<file path="src/rtl/sram_bridge_pkg.sv">
// Shared types and constants for the SRAM request bridge: widths, FSM states, stage and FIFO payloads.
package sram_bridge_pkg;

  localparam int ADDR_W          = 8;
  localparam int DATA_W          = 32;
  localparam int STRB_W          = DATA_W / 8;
  localparam int SRAM_DEPTH      = 256;
  localparam int RESP_FIFO_DEPTH = 4;

  typedef enum logic {
    INIT = 1'b0,
    RUN  = 1'b1
  } state_e;

  typedef struct packed {
    logic [DATA_W-1:0] rdata;
    logic              write;
    logic              err;
  } resp_t;

  typedef struct packed {
    logic write;
    logic err;
  } req_t;

  // Misaligned byte address or a word beyond the backed depth gets no SRAM access.
  function automatic logic addr_err(input logic [ADDR_W+1:0] byte_addr, input int depth);
    return (byte_addr[1:0] != 2'b00) || (int'(byte_addr[ADDR_W+1:2]) >= depth);
  endfunction

endpackage

</file>
<file path="src/rtl/sram_req_bridge_if.sv">
// Request/response valid-ready channels between an upstream master and the SRAM bridge.
interface sram_req_bridge_if;
  import sram_bridge_pkg::*;

  logic              req_valid;
  logic              req_ready;
  logic              req_write;
  logic [ADDR_W+1:0] req_addr;
  logic [DATA_W-1:0] req_wdata;
  logic [STRB_W-1:0] req_wstrb;

  logic              resp_valid;
  logic              resp_ready;
  logic [DATA_W-1:0] resp_rdata;
  logic              resp_write;
  logic              resp_err;

  modport master (
    output req_valid, req_write, req_addr, req_wdata, req_wstrb, resp_ready,
    input  req_ready, resp_valid, resp_rdata, resp_write, resp_err
  );

  modport slave (
    input  req_valid, req_write, req_addr, req_wdata, req_wstrb, resp_ready,
    output req_ready, resp_valid, resp_rdata, resp_write, resp_err
  );

endinterface

</file>
<file path="src/rtl/sram_req_bridge_fifo.sv">
// Synchronous FIFO with occupancy count; data visible combinationally from registered storage.
// Push into a full FIFO is only taken alongside a pop, so count holds in that case.
module sync_fifo #(
  parameter int WIDTH = 8,
  parameter int DEPTH = 4
) (
  input  logic                         clock,
  input  logic                         reset,
  input  logic                         push_i,
  input  logic [WIDTH-1:0]             push_dat_i,
  input  logic                         pop_i,
  output logic                         pop_vld_o,
  output logic [WIDTH-1:0]             pop_dat_o,
  output logic [$clog2(DEPTH+1)-1:0]   count_o
);

  localparam int PTR_W = (DEPTH > 1) ? $clog2(DEPTH) : 1;
  localparam int CNT_W = $clog2(DEPTH + 1);

  logic [WIDTH-1:0] mem_q [DEPTH];
  logic [PTR_W-1:0] wr_ptr_q;
  logic [PTR_W-1:0] rd_ptr_q;
  logic [CNT_W-1:0] count_q;
  logic             do_push;
  logic             do_pop;

  function automatic logic [PTR_W-1:0] wrap_inc(input logic [PTR_W-1:0] p);
    return (p == PTR_W'(DEPTH - 1)) ? '0 : p + 1'b1;
  endfunction

  assign do_pop  = pop_i && (count_q != '0);
  assign do_push = push_i && ((count_q != CNT_W'(DEPTH)) || do_pop);

  always_ff @(posedge clock) begin
    if (do_push) begin
      mem_q[wr_ptr_q] <= push_dat_i;
    end
  end

  always_ff @(posedge clock) begin
    if (reset) begin
      wr_ptr_q <= '0;
      rd_ptr_q <= '0;
      count_q  <= '0;
    end else begin
      if (do_push) wr_ptr_q <= wrap_inc(wr_ptr_q);
      if (do_pop)  rd_ptr_q <= wrap_inc(rd_ptr_q);
      case ({do_push, do_pop})
        2'b10:   count_q <= count_q + 1'b1;
        2'b01:   count_q <= count_q - 1'b1;
        default: count_q <= count_q;
      endcase
    end
  end

  assign pop_vld_o = (count_q != '0);
  assign pop_dat_o = mem_q[rd_ptr_q];
  assign count_o   = count_q;

endmodule

</file>
<file path="src/rtl/sram_req_bridge.sv">
// Zero-fills the SRAM after reset, then maps valid/ready requests onto SRAM pins; 3-cycle accept-to-response.
// Credit covers FIFO plus both pipeline stages, so resp_ready backpressure stalls req_ready without loss.
module sram_req_bridge
  import sram_bridge_pkg::*;
#(
  parameter int DEPTH      = SRAM_DEPTH,
  parameter int RESP_DEPTH = RESP_FIFO_DEPTH
) (
  input  logic               clock,
  input  logic               reset,
  sram_req_bridge_if.slave   bus,
  output logic               init_done,
  output logic [ADDR_W-1:0]  sram_adr,
  output logic               sram_cen,
  output logic               sram_wen,
  output logic [STRB_W-1:0]  sram_wstrb,
  output logic [DATA_W-1:0]  sram_d,
  input  logic [DATA_W-1:0]  sram_q
);

  localparam int CNT_W = $clog2(RESP_DEPTH + 1);

  state_e            state_q;
  logic [ADDR_W-1:0] ptr_q;
  logic              init_done_q;
  logic [ADDR_W-1:0] sram_adr_q;
  logic              sram_cen_q;
  logic              sram_wen_q;
  logic [STRB_W-1:0] sram_wstrb_q;
  logic [DATA_W-1:0] sram_d_q;

  req_t              s1_d, s1_q, s2_q;
  logic              s1_vld_q, s2_vld_q;

  logic [ADDR_W-1:0] req_word;
  logic              req_err;
  logic              accept;
  logic              credit_ok;

  resp_t             push_d;
  resp_t             fifo_dat;
  logic              fifo_vld;
  logic [CNT_W-1:0]  fifo_count;

  assign req_word  = bus.req_addr[ADDR_W+1:2];
  assign req_err   = addr_err(bus.req_addr, DEPTH);
  assign credit_ok = (int'(fifo_count) + int'(s1_vld_q) + int'(s2_vld_q)) < RESP_DEPTH;
  // Gated by the registered init flag so no request can collide with the last sweep write.
  assign bus.req_ready = init_done_q && credit_ok;
  assign accept        = bus.req_valid && bus.req_ready;

  always_ff @(posedge clock) begin
    if (reset) begin
      state_q      <= INIT;
      ptr_q        <= '0;
      init_done_q  <= 1'b0;
      sram_adr_q   <= '0;
      sram_cen_q   <= 1'b0;
      sram_wen_q   <= 1'b0;
      sram_wstrb_q <= '0;
      sram_d_q     <= '0;
    end else begin
      case (state_q)
        INIT: begin
          sram_cen_q   <= 1'b1;
          sram_wen_q   <= 1'b1;
          sram_wstrb_q <= '1;
          sram_d_q     <= '0;
          sram_adr_q   <= ptr_q;
          ptr_q        <= ptr_q + 1'b1;
          if (ptr_q == ADDR_W'(DEPTH - 1)) state_q <= RUN;
        end
        RUN: begin
          init_done_q <= 1'b1;
          sram_cen_q  <= accept && !req_err;
          if (accept && !req_err) begin
            sram_adr_q   <= req_word;
            sram_wen_q   <= bus.req_write;
            sram_wstrb_q <= bus.req_write ? bus.req_wstrb : '0;
            if (bus.req_write) sram_d_q <= bus.req_wdata;
          end
        end
      endcase
    end
  end

  assign s1_d = '{write: bus.req_write, err: req_err};

  always_ff @(posedge clock) begin
    if (reset) begin
      s1_vld_q <= 1'b0;
      s2_vld_q <= 1'b0;
      s1_q     <= '0;
      s2_q     <= '0;
    end else begin
      s1_vld_q <= accept;
      s1_q     <= s1_d;
      s2_vld_q <= s1_vld_q;
      s2_q     <= s1_q;
    end
  end

  // sram_q is only meaningful the cycle after a successful read, which is exactly S2.
  always_comb begin
    push_d       = '0;
    push_d.write = s2_q.write;
    push_d.err   = s2_q.err;
    push_d.rdata = (s2_q.write || s2_q.err) ? '0 : sram_q;
  end

  sync_fifo #(
    .WIDTH ($bits(resp_t)),
    .DEPTH (RESP_DEPTH)
  ) u_resp_fifo (
    .clock      (clock),
    .reset      (reset),
    .push_i     (s2_vld_q),
    .push_dat_i (push_d),
    .pop_i      (bus.resp_ready),
    .pop_vld_o  (fifo_vld),
    .pop_dat_o  (fifo_dat),
    .count_o    (fifo_count)
  );

  assign bus.resp_valid = fifo_vld;
  assign bus.resp_rdata = fifo_vld ? fifo_dat.rdata : '0;
  assign bus.resp_write = fifo_vld && fifo_dat.write;
  assign bus.resp_err   = fifo_vld && fifo_dat.err;

  assign init_done  = init_done_q;
  assign sram_adr   = sram_adr_q;
  assign sram_cen   = sram_cen_q;
  assign sram_wen   = sram_wen_q;
  assign sram_wstrb = sram_wstrb_q;
  assign sram_d     = sram_d_q;

endmodule

</file>
<file path="src/flat_wrapper.sv">
// flat-port wrapper written by rule: the top's interface ports become plain ports
module sram_req_bridge_flat import sram_bridge_pkg::*;
#(
  parameter int DEPTH      = SRAM_DEPTH,
  parameter int RESP_DEPTH = RESP_FIFO_DEPTH
)
  (clock, reset, init_done, sram_adr, sram_cen, sram_wen, sram_wstrb, sram_d, sram_q, bus_req_valid, bus_req_write, bus_req_addr, bus_req_wdata, bus_req_wstrb, bus_resp_ready, bus_req_ready, bus_resp_valid, bus_resp_rdata, bus_resp_write, bus_resp_err);
  sram_req_bridge_if bus_i ();
  input  logic clock;
  input  logic reset;
  output logic init_done;
  output logic [ADDR_W-1:0] sram_adr;
  output logic sram_cen;
  output logic sram_wen;
  output logic [STRB_W-1:0] sram_wstrb;
  output logic [DATA_W-1:0] sram_d;
  input  logic [DATA_W-1:0] sram_q;
  input wire logic [$bits(bus_i.req_valid)-1:0] bus_req_valid;
  input wire logic [$bits(bus_i.req_write)-1:0] bus_req_write;
  input wire logic [$bits(bus_i.req_addr)-1:0] bus_req_addr;
  input wire logic [$bits(bus_i.req_wdata)-1:0] bus_req_wdata;
  input wire logic [$bits(bus_i.req_wstrb)-1:0] bus_req_wstrb;
  input wire logic [$bits(bus_i.resp_ready)-1:0] bus_resp_ready;
  output wire logic [$bits(bus_i.req_ready)-1:0] bus_req_ready;
  output wire logic [$bits(bus_i.resp_valid)-1:0] bus_resp_valid;
  output wire logic [$bits(bus_i.resp_rdata)-1:0] bus_resp_rdata;
  output wire logic [$bits(bus_i.resp_write)-1:0] bus_resp_write;
  output wire logic [$bits(bus_i.resp_err)-1:0] bus_resp_err;
  assign bus_i.req_valid = bus_req_valid;
  assign bus_i.req_write = bus_req_write;
  assign bus_i.req_addr = bus_req_addr;
  assign bus_i.req_wdata = bus_req_wdata;
  assign bus_i.req_wstrb = bus_req_wstrb;
  assign bus_i.resp_ready = bus_resp_ready;
  assign bus_req_ready = bus_i.req_ready;
  assign bus_resp_valid = bus_i.resp_valid;
  assign bus_resp_rdata = bus_i.resp_rdata;
  assign bus_resp_write = bus_i.resp_write;
  assign bus_resp_err = bus_i.resp_err;
  sram_req_bridge #(.DEPTH(DEPTH), .RESP_DEPTH(RESP_DEPTH)) u_core (.clock(clock), .reset(reset), .bus(bus_i), .init_done(init_done), .sram_adr(sram_adr), .sram_cen(sram_cen), .sram_wen(sram_wen), .sram_wstrb(sram_wstrb), .sram_d(sram_d), .sram_q(sram_q));
endmodule
</file>
<file path="config.mk">
export PLATFORM = sky130hd
export DESIGN_NAME = sram_req_bridge_flat
export DESIGN_NICKNAME = d
export VERILOG_FILES = /design/src/rtl/sram_bridge_pkg.sv /design/src/rtl/sram_req_bridge_if.sv /design/src/rtl/sram_req_bridge_fifo.sv /design/src/rtl/sram_req_bridge.sv /design/src/flat_wrapper.sv
export SDC_FILE = /design/constraint.sdc
export NUM_CORES = 1
export LEC_CHECK = 0
export BUFFER_PORTS_ARGS = -buffer_cell sky130_fd_sc_hd__buf_2
export CORE_AREA = 2 2 162 116
export CTS_CLUSTER_DIAMETER = 80
export DETAILED_ROUTE_END_ITERATION = 8
export DIE_AREA = 0 0 164 118
export PLACE_DENSITY = 0.77
export RECOVER_POWER = 100
export SETUP_SLACK_MARGIN = 0.05
export SYNTH_ARGS = -nofsm -noshare
export SYNTH_HDL_FRONTEND = slang
export SYNTH_SLANG_ARGS = --single-unit
</file>
<file path="constraint.sdc">
create_clock -name clock -period 2.5 [get_ports clock]
set_input_delay 0 -clock clock [delete_from_list [all_inputs] [get_ports clock]]
set_output_delay 0 -clock clock [all_outputs]
set_load 0.05 [all_outputs]
</file>
==> impl_metrics.prom <==
# TYPE chip_impl_metric gauge
chip_impl_info{name="outcome",value="finished clean"} 1
chip_impl_metric{name="core_region_area",unit="um^2"} 17800
chip_impl_metric{name="clock-skew-final",unit="ns"} 0.00973
chip_impl_metric{name="number_of_synthesized_flops_with_an_enable_pin",unit=""} 136
chip_impl_metric{name="global_route.usage.met2",unit="%"} 32.3
chip_impl_metric{name="peakVddDrop",unit="mV"} 0.417
chip_impl_info{name="min_to",value="u_core.ptr_q[7]"} 1
chip_impl_info{name="netlist_top_cells_count",value="edfxtp_1 (136), nand2_1 (77), and2_1 (72), dfxtp_1 (71), nor2_1 (37)"} 1
chip_impl_metric{name="worstPathRequired",unit="ns"} 2.50
chip_impl_metric{name="seq_area_frac_synth",unit="%"} 65.3
chip_impl_metric{name="num_vias",unit=""} 5598
chip_impl_metric{name="fin_worst_hold_slack",unit="ns"} 0.0537
chip_impl_metric{name="antenna-diode-count",unit=""} 0
chip_impl_metric{name="hold_depth",unit=""} 2
chip_impl_metric{name="postSynthAreaPerCell",unit="um^2"} 14.2
chip_impl_info{name="grt_setup_unrepaired",value="false"} 1
chip_impl_info{name="area_leader_netlist",value="edfxtp_1"} 1
chip_impl_metric{name="initialDrtViolationCount",unit=""} 395
chip_impl_metric{name="synth.net_count",unit=""} 684
chip_impl_metric{name="globalRoute.totalOverflow",unit=""} 0
chip_impl_metric{name="clock.fmax",unit="MHz"} 425
chip_impl_metric{name="initial_cell_density_of_the_core",unit="%"} 47.4
chip_impl_metric{name="post-route-period-util",unit="%"} 94.1
chip_impl_metric{name="grt_pass1_vias",unit=""} 5754
chip_impl_metric{name="stdcell_count",unit=""} 1091
chip_impl_metric{name="worst_skew_pair.late_latency",unit="ns"} 0.48
chip_impl_metric{name="fp.dieH",unit="um"} 118
chip_impl_metric{name="grt.total_usage",unit="%"} 19.2
chip_impl_info{name="cts-root-buf",value="clkbuf_16"} 1
chip_impl_info{name="post-synth-top-count-cell",value="edfxtp_1"} 1
chip_impl_metric{name="avgRoutedWirePerCell",unit="um"} 17.0
chip_impl_metric{name="finalHoldViolations",unit=""} 0
chip_impl_metric{name="internal_power",unit="mW"} 5.53
chip_impl_metric{name="nets",unit=""} 935
chip_impl_metric{name="netSwitchingFraction",unit="%"} 19.9
chip_impl_metric{name="clk_pin_slew_worst_paths",unit="ns"} 0.06
chip_impl_metric{name="synth-warning-count",unit=""} 0
chip_impl_metric{name="n_fill_cell",unit=""} 1347
chip_impl_metric{name="slowest_delay",unit="ns"} 0.39
chip_impl_metric{name="synth_cell_types",unit=""} 41
chip_impl_info{name="grt-busiest-layer",value="met2"} 1
chip_impl_metric{name="synth_largest_type_area_fraction",unit="%"} 48.4
chip_impl_metric{name="min_clock_period_post_route",unit="ns"} 2.35
chip_impl_metric{name="grt_first_pass_wirelength",unit="mm"} 29.3
chip_impl_metric{name="mappedNetlistArea",unit="um^2"} 8440
chip_impl_metric{name="power_per_cell_area",unit="nW/um^2"} 629
chip_impl_metric{name="die_width",unit="um"} 164
chip_impl_metric{name="r2r_setup_slack",unit="ns"} 0.22
chip_impl_metric{name="worst_slew_pin_slew",unit="ns"} 1.32
chip_impl_metric{name="placement_rows",unit=""} 41
chip_impl_metric{name="setup_viol_count_final",unit=""} 0
chip_impl_info{name="primary_ff_master_synth",value="edfxtp_1"} 1
chip_impl_metric{name="ys_ff_latch",unit=""} 207
chip_impl_metric{name="detail_route.wirelength",unit="mm"} 18.6
chip_impl_info{name="critical_path.most_common_cell",value="ha_1"} 1
chip_impl_metric{name="power_leakage",unit="nW"} 4.12
chip_impl_metric{name="timing.critical_path.buf_inv",unit=""} 2
chip_impl_metric{name="cp_max_fo",unit=""} 17
chip_impl_info{name="timing.rr.end",value="u_core.sram_adr[7]"} 1
chip_impl_metric{name="utilization",unit="%"} 61.7
chip_impl_metric{name="timing.critical_path.arrival",unit="ns"} 2.35
chip_impl_info{name="critPathCaptureType",value="output port"} 1
chip_impl_metric{name="fp.dieArea",unit="um^2"} 19400
chip_impl_metric{name="place.port_buffers",unit=""} 165
chip_impl_metric{name="grt_antenna_before_repair",unit=""} 0
chip_impl_metric{name="numPlacedInstances",unit=""} 971
chip_impl_info{name="min_path_type",value="primary input to register"} 1
chip_impl_info{name="reg2reg_from",value="u_core.u_resp_fifo.count_o[0]"} 1
chip_impl_metric{name="grt_max_degree",unit=""} 65
chip_impl_metric{name="worst_r2r_path_depth",unit=""} 6
chip_impl_info{name="setup.worst_path.start_class",value="register"} 1
chip_impl_metric{name="sum_neg_setup_slack",unit="ns"} 0
chip_impl_metric{name="via_per_inst",unit=""} 5.13
chip_impl_info{name="cts_tree",value="built"} 1
chip_impl_metric{name="clock_path_buffers",unit=""} 3
chip_impl_metric{name="global_route.usage.met1",unit="%"} 25.0
chip_impl_metric{name="combinationalPowerShare",unit="%"} 4.6
chip_impl_metric{name="drcViolationCount",unit=""} 0
chip_impl_metric{name="antenna_violating_nets_post_route",unit=""} 0
chip_impl_metric{name="cts.sinks",unit=""} 207
chip_impl_metric{name="tritoncts.num_buffers",unit=""} 21
chip_impl_metric{name="detail_route.first_pass.iterations",unit=""} 5
chip_impl_info{name="post_synth_main_area_contributors",value="edfxtp_1 (48%), dfxtp_1 (17%), mux4_2 (9.1%), and2_1 (5.3%), mux2i_1 (4.2%)"} 1
chip_impl_metric{name="cts_htree_levels",unit=""} 1
chip_impl_metric{name="fraction_of_layout_cells_with_a_size_suffix_above_1",unit="%"} 23.2
chip_impl_metric{name="power_frac_seq",unit="%"} 53.3
chip_impl_metric{name="gpl.final_weighted_congestion",unit=""} 0.747
chip_impl_info{name="crit_slowest_cell",value="dfxtp_1"} 1
chip_impl_metric{name="cells_after_synth",unit=""} 592
chip_impl_info{name="worst_min_delay_path_startpoint",value="reset"} 1
chip_impl_info{name="criticalPathCategory",value="register to output port"} 1
chip_impl_metric{name="area_delta_synth_final",unit="%"} 30.2
chip_impl_metric{name="use_met3",unit="%"} 5.14
chip_impl_metric{name="power_spent_charging_and_discharging_nets",unit="mW"} 1.38
chip_impl_metric{name="dp_hpwl",unit="mm"} 11.0
chip_impl_info{name="timing.critical_path.max_delay_family",value="simple AND/OR/NAND/NOR gates"} 1
chip_impl_metric{name="slew_violations",unit=""} 0
chip_impl_metric{name="max-cap-violations",unit=""} 0
chip_impl_metric{name="clockPowerShare",unit="%"} 42.1
chip_impl_metric{name="slew-limit-headroom",unit="%"} 12.0
chip_impl_info{name="crit_chain",value="ha_1, ha_1, or2_2, o21ai_4, buf_6, and3_1, clkbuf_2"} 1
chip_impl_metric{name="ys_async_sr_fraction",unit="%"} 0
chip_impl_metric{name="design.portCount",unit=""} 166
-- metal layers --
metal | up-vias | part of all wire [%]
met5 | - | 0
met4 | 0 | 1.7
met3 | 26 | 7.9
met2 | 221 | 48
met1 | 2686 | 43
li1 | 2665 | -
-- kinds of logic (layout without fill, tap and decap cells) --
| kind of cell | Yosys count | count (layout) | synth area share (%) |
|---|---|---|---|
| multiplexers | 69 | 69 | 13.2 |
| buffers and inverters | 45 | 308 | 2.52 |
| flip-flops | 207 | 207 | 65.3 |
| XOR/XNOR | 9 | 9 | 0.934 |
| AO/OA/AOI/OAI | 40 | 40 | 4.00 |
| AND/OR/NAND/NOR | 213 | 213 | 12.6 |
| adder cells (fa/ha/maj) | 9 | 9 | 1.42 |
-- stage by stage --
stage	total power, mW	instance area (um^2)	setup slack [ns]
5_1_grt	7.13	11000	0.0487
3_5_place_dp	3.97	9600	0.273
6_report	6.91	11000	0.147
2_1_floorplan	3.86	8450	0.0737
3_3_place_gp	3.97	9600	0.315
4_1_cts	6.97	11100	0.0838
-- sequential cells by signal, indices dropped and copies added, names as in the netlist, 3 cells and up, named ones only --
| name | count |
|---|---|
| u_core.ptr_q | 8 |
| u_core.sram_adr | 8 |
| u_core.sram_d | 32 |
| u_core.sram_wstrb | 4 |
| u_core.u_resp_fifo.count_o | 3 |
| u_core.u_resp_fifo.mem_q | 136 |
-- power groups by stage --
stage | Clock (mW) | Sequential (mW) | Combinational (mW)
6_report | 2.91 | 3.68 | 0.315
2_1_floorplan | 0 | 3.78 | 0.0820
5_1_grt | 3.11 | 3.68 | 0.343
3_3_place_gp | 0 | 3.75 | 0.212
3_5_place_dp | 0 | 3.76 | 0.215
4_1_cts | 2.97 | 3.68 | 0.318
-- cells in the final DEF (no fill, tap or decap), types with 35 or more instances in the layout --
cell type / n
mux2i_1: 35
nor2_1: 37
clkbuf_1: 57
dlygate4sd3_1: 85
nand2_1: 77
buf_2: 82
dfxtp_1: 69
and2_1: 38
clkbuf_2: 35
edfxtp_1: 136
-- worst max-delay path by stage --
stage | startpoint | end | slack, ns | cells after the start
after detailed placement | u_core.u_resp_fifo.count_o[0] | u_core.sram_adr[7] | 0.27 | 6
final | u_core.u_resp_fifo.count_o[0] | bus_req_ready | 0.15 | 7
after global placement | u_core.u_resp_fifo.count_o[0] | u_core.sram_adr[4] | 0.32 | 6
after global routing | u_core.u_resp_fifo.count_o[0] | bus_req_ready | 0.05 | 7
after floorplan | u_core.u_resp_fifo.count_o[0] | u_core.u_resp_fifo.count_o[2] | 0.07 | 9
after CTS | u_core.u_resp_fifo.count_o[0] | bus_req_ready | 0.08 | 7
-- area by class of cell --
| type | instances | area [um^2] | share of cell area [%] |
|---|---|---|---|
| clock inverters | 7 | 56.3 | 0.513 |
| multi-input cells | 340 | 2720 | 24.8 |
| flip-flops and latches | 207 | 5510 | 50.1 |
| inverters | 7 | 26.3 | 0.239 |
| well taps | 236 | 295 | 2.69 |
| clock buffers | 28 | 572 | 5.21 |
| repair buffers | 266 | 1800 | 16.4 |
-- worst register-to-register path: stages (launching register included) --
cell and delay, ns:
dfxtp_1 0.48, ha_1 0.22, ha_1 0.23, nand3_1 0.12, and4_1 0.56, nand2_2 0.24
o311a_1 0.34
-- repair_timing --
action                                  4_1_cts  5_1_grt
hold buffers                                 85        0
gates resized for setup                       0        2
setup buffers                                 0        0
hold endpoints to repair                    180        0
endpoints found under the setup margin        0        1
No activity file was read; power rests on OpenSTA's default activity.
